File: config.mk
export PLATFORM = sky130hd
export DESIGN_NAME = bram_controller_flat
export DESIGN_NICKNAME = d
export VERILOG_FILES = /design/src/rtl/bram_controller_if.sv /design/src/rtl/bram_controller.sv /design/src/flat_wrapper.sv
export SDC_FILE = /design/constraint.sdc
export NUM_CORES = 1
export LEC_CHECK = 0
export BUFFER_PORTS_ARGS = -buffer_cell sky130_fd_sc_hd__buf_2
export CAP_MARGIN = 25
export CORE_MARGIN = 8
export CORE_UTILIZATION = 53
export CTS_CLUSTER_DIAMETER = 30
export DETAILED_ROUTE_END_ITERATION = 7
export GPL_ROUTABILITY_DRIVEN = 0
export HOLD_SLACK_MARGIN = 0.06
export PLACE_DENSITY = 0.77
export SYNTH_ARGS = -nofsm -noshare
export SYNTH_HDL_FRONTEND = slang
export SYNTH_SLANG_ARGS = --single-unit
File: constraint.sdc
create_clock -name clk -period 3.3 [get_ports clk]
set_input_delay 0.165 -clock clk [delete_from_list [all_inputs] [get_ports clk]]
set_output_delay 0.165 -clock clk [all_outputs]
set_load 0.05 [all_outputs]
File: src/rtl/bram_controller_if.sv
// Bus bundle for the sequential BRAM access sequencer: burst control inputs
// and the EMIF-style memory port outputs.
interface bram_controller_if #(
  parameter int ADDR_SIZE = 16
);
  logic [31:0]          i_Length;
  logic                 i_Mode;
  logic                 i_Trig;
  logic [ADDR_SIZE-1:0] o_Addr;
  logic                 o_EN;
  logic [1:0]           o_WEN;
  logic                 o_Busy;
  logic                 o_Done;

  // Driver side (system / bench) issues bursts and observes the memory port.
  modport master (
    output i_Length, i_Mode, i_Trig,
    input  o_Addr, o_EN, o_WEN, o_Busy, o_Done
  );

  // Controller side.
  modport slave (
    input  i_Length, i_Mode, i_Trig,
    output o_Addr, o_EN, o_WEN, o_Busy, o_Done
  );
endinterface

File: src/rtl/bram_controller.sv
// Sequential BRAM access sequencer. A clean 0->1 edge on i_Trig starts a
// burst of i_Length one-cycle accesses at addresses 0,1,2,... (wrapping at
// 2^ADDR_SIZE), writing or reading according to i_Mode sampled at start.
// All outputs come straight from flops.
module bram_controller #(
  parameter int ADDR_SIZE = 16
) (
  input logic             clk,
  input logic             rst,
  bram_controller_if.slave bus
);

  typedef enum logic [1:0] {
    S_IDLE = 2'd0,
    S_RUN  = 2'd1,
    S_DONE = 2'd2
  } state_t;

  state_t               state_q, state_d;
  logic [31:0]          cnt_q, cnt_d;
  logic [31:0]          len_q, len_d;
  logic                 mode_q, mode_d;
  logic                 trig_q;
  // Set once i_Trig has been seen low after reset, so a trigger that is
  // already high when reset releases is not mistaken for a fresh edge.
  logic                 armed_q;
  logic                 start;

  logic [ADDR_SIZE-1:0] addr_q, addr_d;
  logic                 en_q, en_d;
  logic [1:0]           wen_q, wen_d;
  logic                 busy_q, busy_d;
  logic                 done_q, done_d;

  assign start = bus.i_Trig & ~trig_q & armed_q;

  // Control state, burst parameters and trigger edge history.
  always_ff @(posedge clk or posedge rst) begin
    if (rst) begin
      state_q <= S_IDLE;
      cnt_q   <= '0;
      len_q   <= '0;
      mode_q  <= 1'b0;
      trig_q  <= 1'b0;
      armed_q <= 1'b0;
    end else begin
      state_q <= state_d;
      cnt_q   <= cnt_d;
      len_q   <= len_d;
      mode_q  <= mode_d;
      trig_q  <= bus.i_Trig;
      armed_q <= armed_q | ~bus.i_Trig;
    end
  end

  // Next-state logic and next values of the registered outputs.
  always_comb begin
    state_d = state_q;
    cnt_d   = cnt_q;
    len_d   = len_q;
    mode_d  = mode_q;
    addr_d  = '0;
    en_d    = 1'b0;
    wen_d   = 2'b00;
    busy_d  = 1'b0;
    done_d  = 1'b0;
    case (state_q)
      S_IDLE: begin
        if (start) begin
          len_d   = bus.i_Length;
          mode_d  = bus.i_Mode;
          cnt_d   = '0;
          state_d = (bus.i_Length == 32'd0) ? S_DONE : S_RUN;
        end
      end
      S_RUN: begin
        en_d   = 1'b1;
        addr_d = cnt_q[ADDR_SIZE-1:0];
        wen_d  = {2{mode_q}};
        busy_d = 1'b1;
        cnt_d  = cnt_q + 32'd1;
        // Full 32-bit compare so bursts longer than the address space
        // still issue exactly len accesses.
        if (cnt_q == len_q - 32'd1) begin
          state_d = S_DONE;
        end
      end
      S_DONE: begin
        done_d  = 1'b1;
        busy_d  = 1'b1;
        state_d = S_IDLE;
      end
      default: begin
        state_d = S_IDLE;
      end
    endcase
  end

  // Output registers: memory port and status lines.
  always_ff @(posedge clk or posedge rst) begin
    if (rst) begin
      addr_q <= '0;
      en_q   <= 1'b0;
      wen_q  <= 2'b00;
      busy_q <= 1'b0;
      done_q <= 1'b0;
    end else begin
      addr_q <= addr_d;
      en_q   <= en_d;
      wen_q  <= wen_d;
      busy_q <= busy_d;
      done_q <= done_d;
    end
  end

  assign bus.o_Addr = addr_q;
  assign bus.o_EN   = en_q;
  assign bus.o_WEN  = wen_q;
  assign bus.o_Busy = busy_q;
  assign bus.o_Done = done_q;

endmodule

File: src/flat_wrapper.sv
// flat-port wrapper written by rule: the top's interface ports become plain ports
module bram_controller_flat 
#(
  parameter int ADDR_SIZE = 16
)
  (clk, rst, bus_i_Length, bus_i_Mode, bus_i_Trig, bus_o_Addr, bus_o_EN, bus_o_WEN, bus_o_Busy, bus_o_Done);
  bram_controller_if #(.ADDR_SIZE(ADDR_SIZE)) bus_i ();
  input logic clk;
  input logic rst;
  input wire logic [$bits(bus_i.i_Length)-1:0] bus_i_Length;
  input wire logic [$bits(bus_i.i_Mode)-1:0] bus_i_Mode;
  input wire logic [$bits(bus_i.i_Trig)-1:0] bus_i_Trig;
  output wire logic [$bits(bus_i.o_Addr)-1:0] bus_o_Addr;
  output wire logic [$bits(bus_i.o_EN)-1:0] bus_o_EN;
  output wire logic [$bits(bus_i.o_WEN)-1:0] bus_o_WEN;
  output wire logic [$bits(bus_i.o_Busy)-1:0] bus_o_Busy;
  output wire logic [$bits(bus_i.o_Done)-1:0] bus_o_Done;
  assign bus_i.i_Length = bus_i_Length;
  assign bus_i.i_Mode = bus_i_Mode;
  assign bus_i.i_Trig = bus_i_Trig;
  assign bus_o_Addr = bus_i.o_Addr;
  assign bus_o_EN = bus_i.o_EN;
  assign bus_o_WEN = bus_i.o_WEN;
  assign bus_o_Busy = bus_i.o_Busy;
  assign bus_o_Done = bus_i.o_Done;
  bram_controller #(.ADDR_SIZE(ADDR_SIZE)) u_core (.clk(clk), .rst(rst), .bus(bus_i));
endmodule
==> results.json <==
{
  "status": "completed",
  "synth_seq_cells": 89,
  "clk_path_buf_depth": 2,
  "setup_viol": 0,
  "final_cells": 736,
  "dp_cells": 684,
  "synth_cell_type_count": 45,
  "seq_area_um2": 2230,
  "cp_cell_sequence": "inv_1, ha_2, or4b_4, or4_4, or4_4, o31ai_4, nand4_1, nor4_4, or3_1, o211ai_1",
  "crit_fanout": 4,
  "grtUsageTotal_pct": 20.7,
  "cts_tree": "done",
  "vias": 4233,
  "crit_slowest_cell": "or4_4",
  "worst_slack_ps": 85.2,
  "worstMarginPinSlew_ps": 731,
  "nNetsFinal": 664,
  "hold_viol": 0,
  "fin_area_um2": 5790,
  "slew_headroom_pct": 50.9,
  "multiInputGateArea_um2": 2390,
  "clk_pin_slew_ps": 100,
  "place_ws_ps": -42.6,
  "area_growth_pct": 22.1,
  "globalRouteMet3Util_pct": 5.57,
  "antenna_found_initial": 0,
  "synth_area_um2": 4740,
  "grtUsageMet1_pct": 24.3,
  "die_area_um2": 12200,
  "grt_use_met2_pct": 34.5,
  "ys_warn_count": 0,
  "max_freq_mhz": 311,
  "final_util_pct": 66.4,
  "hp-class": "in -> async",
  "fin_setup_tns_ps": 0,
  "p_leak_nw": 2.81,
  "hpwl_mm": 8.74,
  "final_layout_size_suffix_gt1_share_pct": 17.0,
  "clock_skew_ps": 18.3,
  "numPortBuffers": 56,
  "critPathKind": "reg -> reg",
  "synth_nets": 567,
  "avgSynthCellArea_um2": 9.02,
  "insertion_delay_ps": 390,
  "synth_edf_count": 0,
  "pin_count": 57,
  "drt_first_pass_iters": 5,
  "synth-main-ff-cell": "dfrtp_1",
  "placedInstanceArea_um2": 5180,
  "drt_wl_total_mm": 12.5,
  "cts_root_buffer": "clkbuf_8",
  "grt_max_degree": 39,
  "grt_first_pass_wirelength_mm": 21.2,
  "endpoint_kind": "register",
  "rows": 34,
  "die_x_um": 111,
  "crit_top_cell": "or4_4",
  "start_util_pct": 54.4,
  "period_share_pct": 97.4,
  "drt-initial-drc-count": 232,
  "ant_nets": 0,
  "cts_max_level": 3,
  "grt_pass1_vias": 4364,
  "numCtsBuffers": 9,
  "p_total_mw": 1.95,
  "coreArea_um2": 8720,
  "drc": 0,
  "min_period_ps": 3210,
  "maxSlewViolCount": 0,
  "num-fill-cells": 675,
  "startpoint_type": "register",
  "grt-busiest-layer": "met2",
  "die_h_um": 111,
  "async_flop_share_pct": 100,
  "required_ps": 3550,
  "powerDensity_nw_per_um2": 337,
  "routed_via_density": 5.75,
  "netlist_instances": 526,
  "diodes": 0,
  "whs_ps": 324,
  "cp_data_arrival_time_ps": 3470,
  "grt-ovfl-total": 0,
  "cap_violations": 0,
  "seq_area_frac_synth_pct": 47.0,
  "max_stage_delay_ps": 530,
  "peakVddDrop_mv": 0.215,
  "cts_sinks": 89,
  "wl_per_cell_um": 17.0
}
## synth_stat cells, drive strengths merged, types with 3 or more instances
cell type | n | share of area, %
ha | 5 | 1.3
xor2 | 29 | 5.4
inv | 12 | 0.95
a21oi | 11 | 1.2
o21ai | 15 | 1.6
o31ai | 3 | 0.47
a31oi | 3 | 0.40
nor3 | 11 | 1.2
a211oi | 3 | 0.47
xnor2 | 42 | 7.8
nand2 | 108 | 8.5
nand2b | 4 | 0.53
and2 | 16 | 2.1
or3 | 7 | 0.92
nand3 | 16 | 1.7
and4 | 3 | 0.55
nand4 | 15 | 2.0
dfrtp | 89 | 47
nor4 | 22 | 3.0
or4 | 9 | 1.6
nor2 | 46 | 3.6
clkbuf | 19 | 1.5
and3 | 7 | 0.92
buf | 6 | 0.95
## worst max-delay path, delay by kind of cell, from the launching register on
kind / cells / cell delay (ps)
AND/OR/NAND/NOR: 6 / 2160
AO/OA/AOI/OAI: 2 / 300
buffers and inverters: 1 / 80
adder cells (fa/ha/maj): 1 / 170
flip-flops: 1 / 390
## layer usage
layer  wire, um  up-vias
li1           -     1986
met1       5120     2052
met2       6160      150
met3        794       45
met4        442        0
met5          0        -
## sequential cells by signal, indices dropped and copies added, names as in the netlist
name,count
u_core.cnt_q,32
u_core.bus.o_Done,1
u_core.armed_q,1
u_core.bus.o_Busy,1
u_core.bus.o_Addr,16
u_core.state_q,2
u_core.len_q,32
u_core.trig_q,1
u_core.mode_q,1
u_core.bus.o_EN,1
u_core.bus.o_WEN,1
## final cells by class
class	instances	area share, %
Timing Repair Buffer	111	13.5
Multi-Input combinational cell	400	41.4
Clock inverter	7	1.40
Sequential cell	89	38.5
Clock buffer	9	2.14
Inverter	12	0.799
Tap cell	108	2.33
## cells in the final DEF (no fill, tap or decap), drive strengths merged, types with 2 or more instances in the layout
cell type / synthesis / layout
a211oi: 3 / 3
a21oi: 11 / 11
a31oi: 3 / 3
a32o: 2 / 2
and2: 16 / 16
and3: 7 / 7
and4: 3 / 3
buf: 6 / 76
clkbuf: 19 / 9
clkinv: 0 / 4
dfrtp: 89 / 89
dlygate4sd3: 0 / 35
ha: 5 / 5
inv: 12 / 15
mux2i: 2 / 2
nand2: 108 / 108
nand2b: 4 / 4
nand3: 16 / 16
nand4: 15 / 15
nand4b: 2 / 2
nor2: 46 / 46
nor2b: 2 / 2
nor3: 11 / 11
nor3b: 2 / 2
nor4: 22 / 22
nor4b: 2 / 2
o211ai: 2 / 2
o21ai: 15 / 15
o31ai: 3 / 3
or2: 2 / 2
or3: 7 / 7
or4: 9 / 9
xnor2: 42 / 42
xor2: 29 / 29
## logic make-up (layout without fill, tap and decap cells)
kind of cell	Yosys count	count (layout)	share of synthesized area, %
AO/OA/AOI/OAI	46	46	6.10
adder cells (fa/ha/maj)	5	5	1.32
flip-flops	89	89	47.0
XOR/XNOR	71	71	13.1
AND/OR/NAND/NOR	276	276	28.7
multiplexers	2	2	0.422
buffers and inverters	37	139	3.40
## power breakdown
group | internal (mW) | leakage [nW] | switching (mW) | total [mW]
clock network | 0.303 | 0.104 | 0.471 | 0.775
logic | 0.0454 | 1.53 | 0.0413 | 0.0867
registers | 1.09 | 1.18 | 0.000310 | 1.09
## final timing paths
path                            cells past startpoint                        start                            end  slack (ps)
worst max-delay path                               10  u_core.len_q[0]$_DFFE_PP0P_  u_core.state_q[0]$_DFFE_PP0P_          90
worst min-delay path                                3                          rst   u_core.cnt_q[19]$_DFFE_PP0P_         320
worst max register to register                     10  u_core.len_q[0]$_DFFE_PP0P_  u_core.state_q[0]$_DFFE_PP0P_          90
worst min register to register                      2    u_core.mode_q$_DFFE_PP0P_      u_core.mode_q$_DFFE_PP0P_         500
max in group asynchronous                           4                          rst  u_core.state_q[1]$_DFFE_PP0P_        2170
min in group clk                                    2    u_core.mode_q$_DFFE_PP0P_      u_core.mode_q$_DFFE_PP0P_         500
## timing repair
action	4_1_cts	5_1_grt
pin swaps	4	8
hold buffers	35	0
buffers inserted	0	1
hold endpoints to repair	61	0
resized for setup	3	7
endpoints found under the setup margin	1	1
Power figures use the tool's default switching activity.
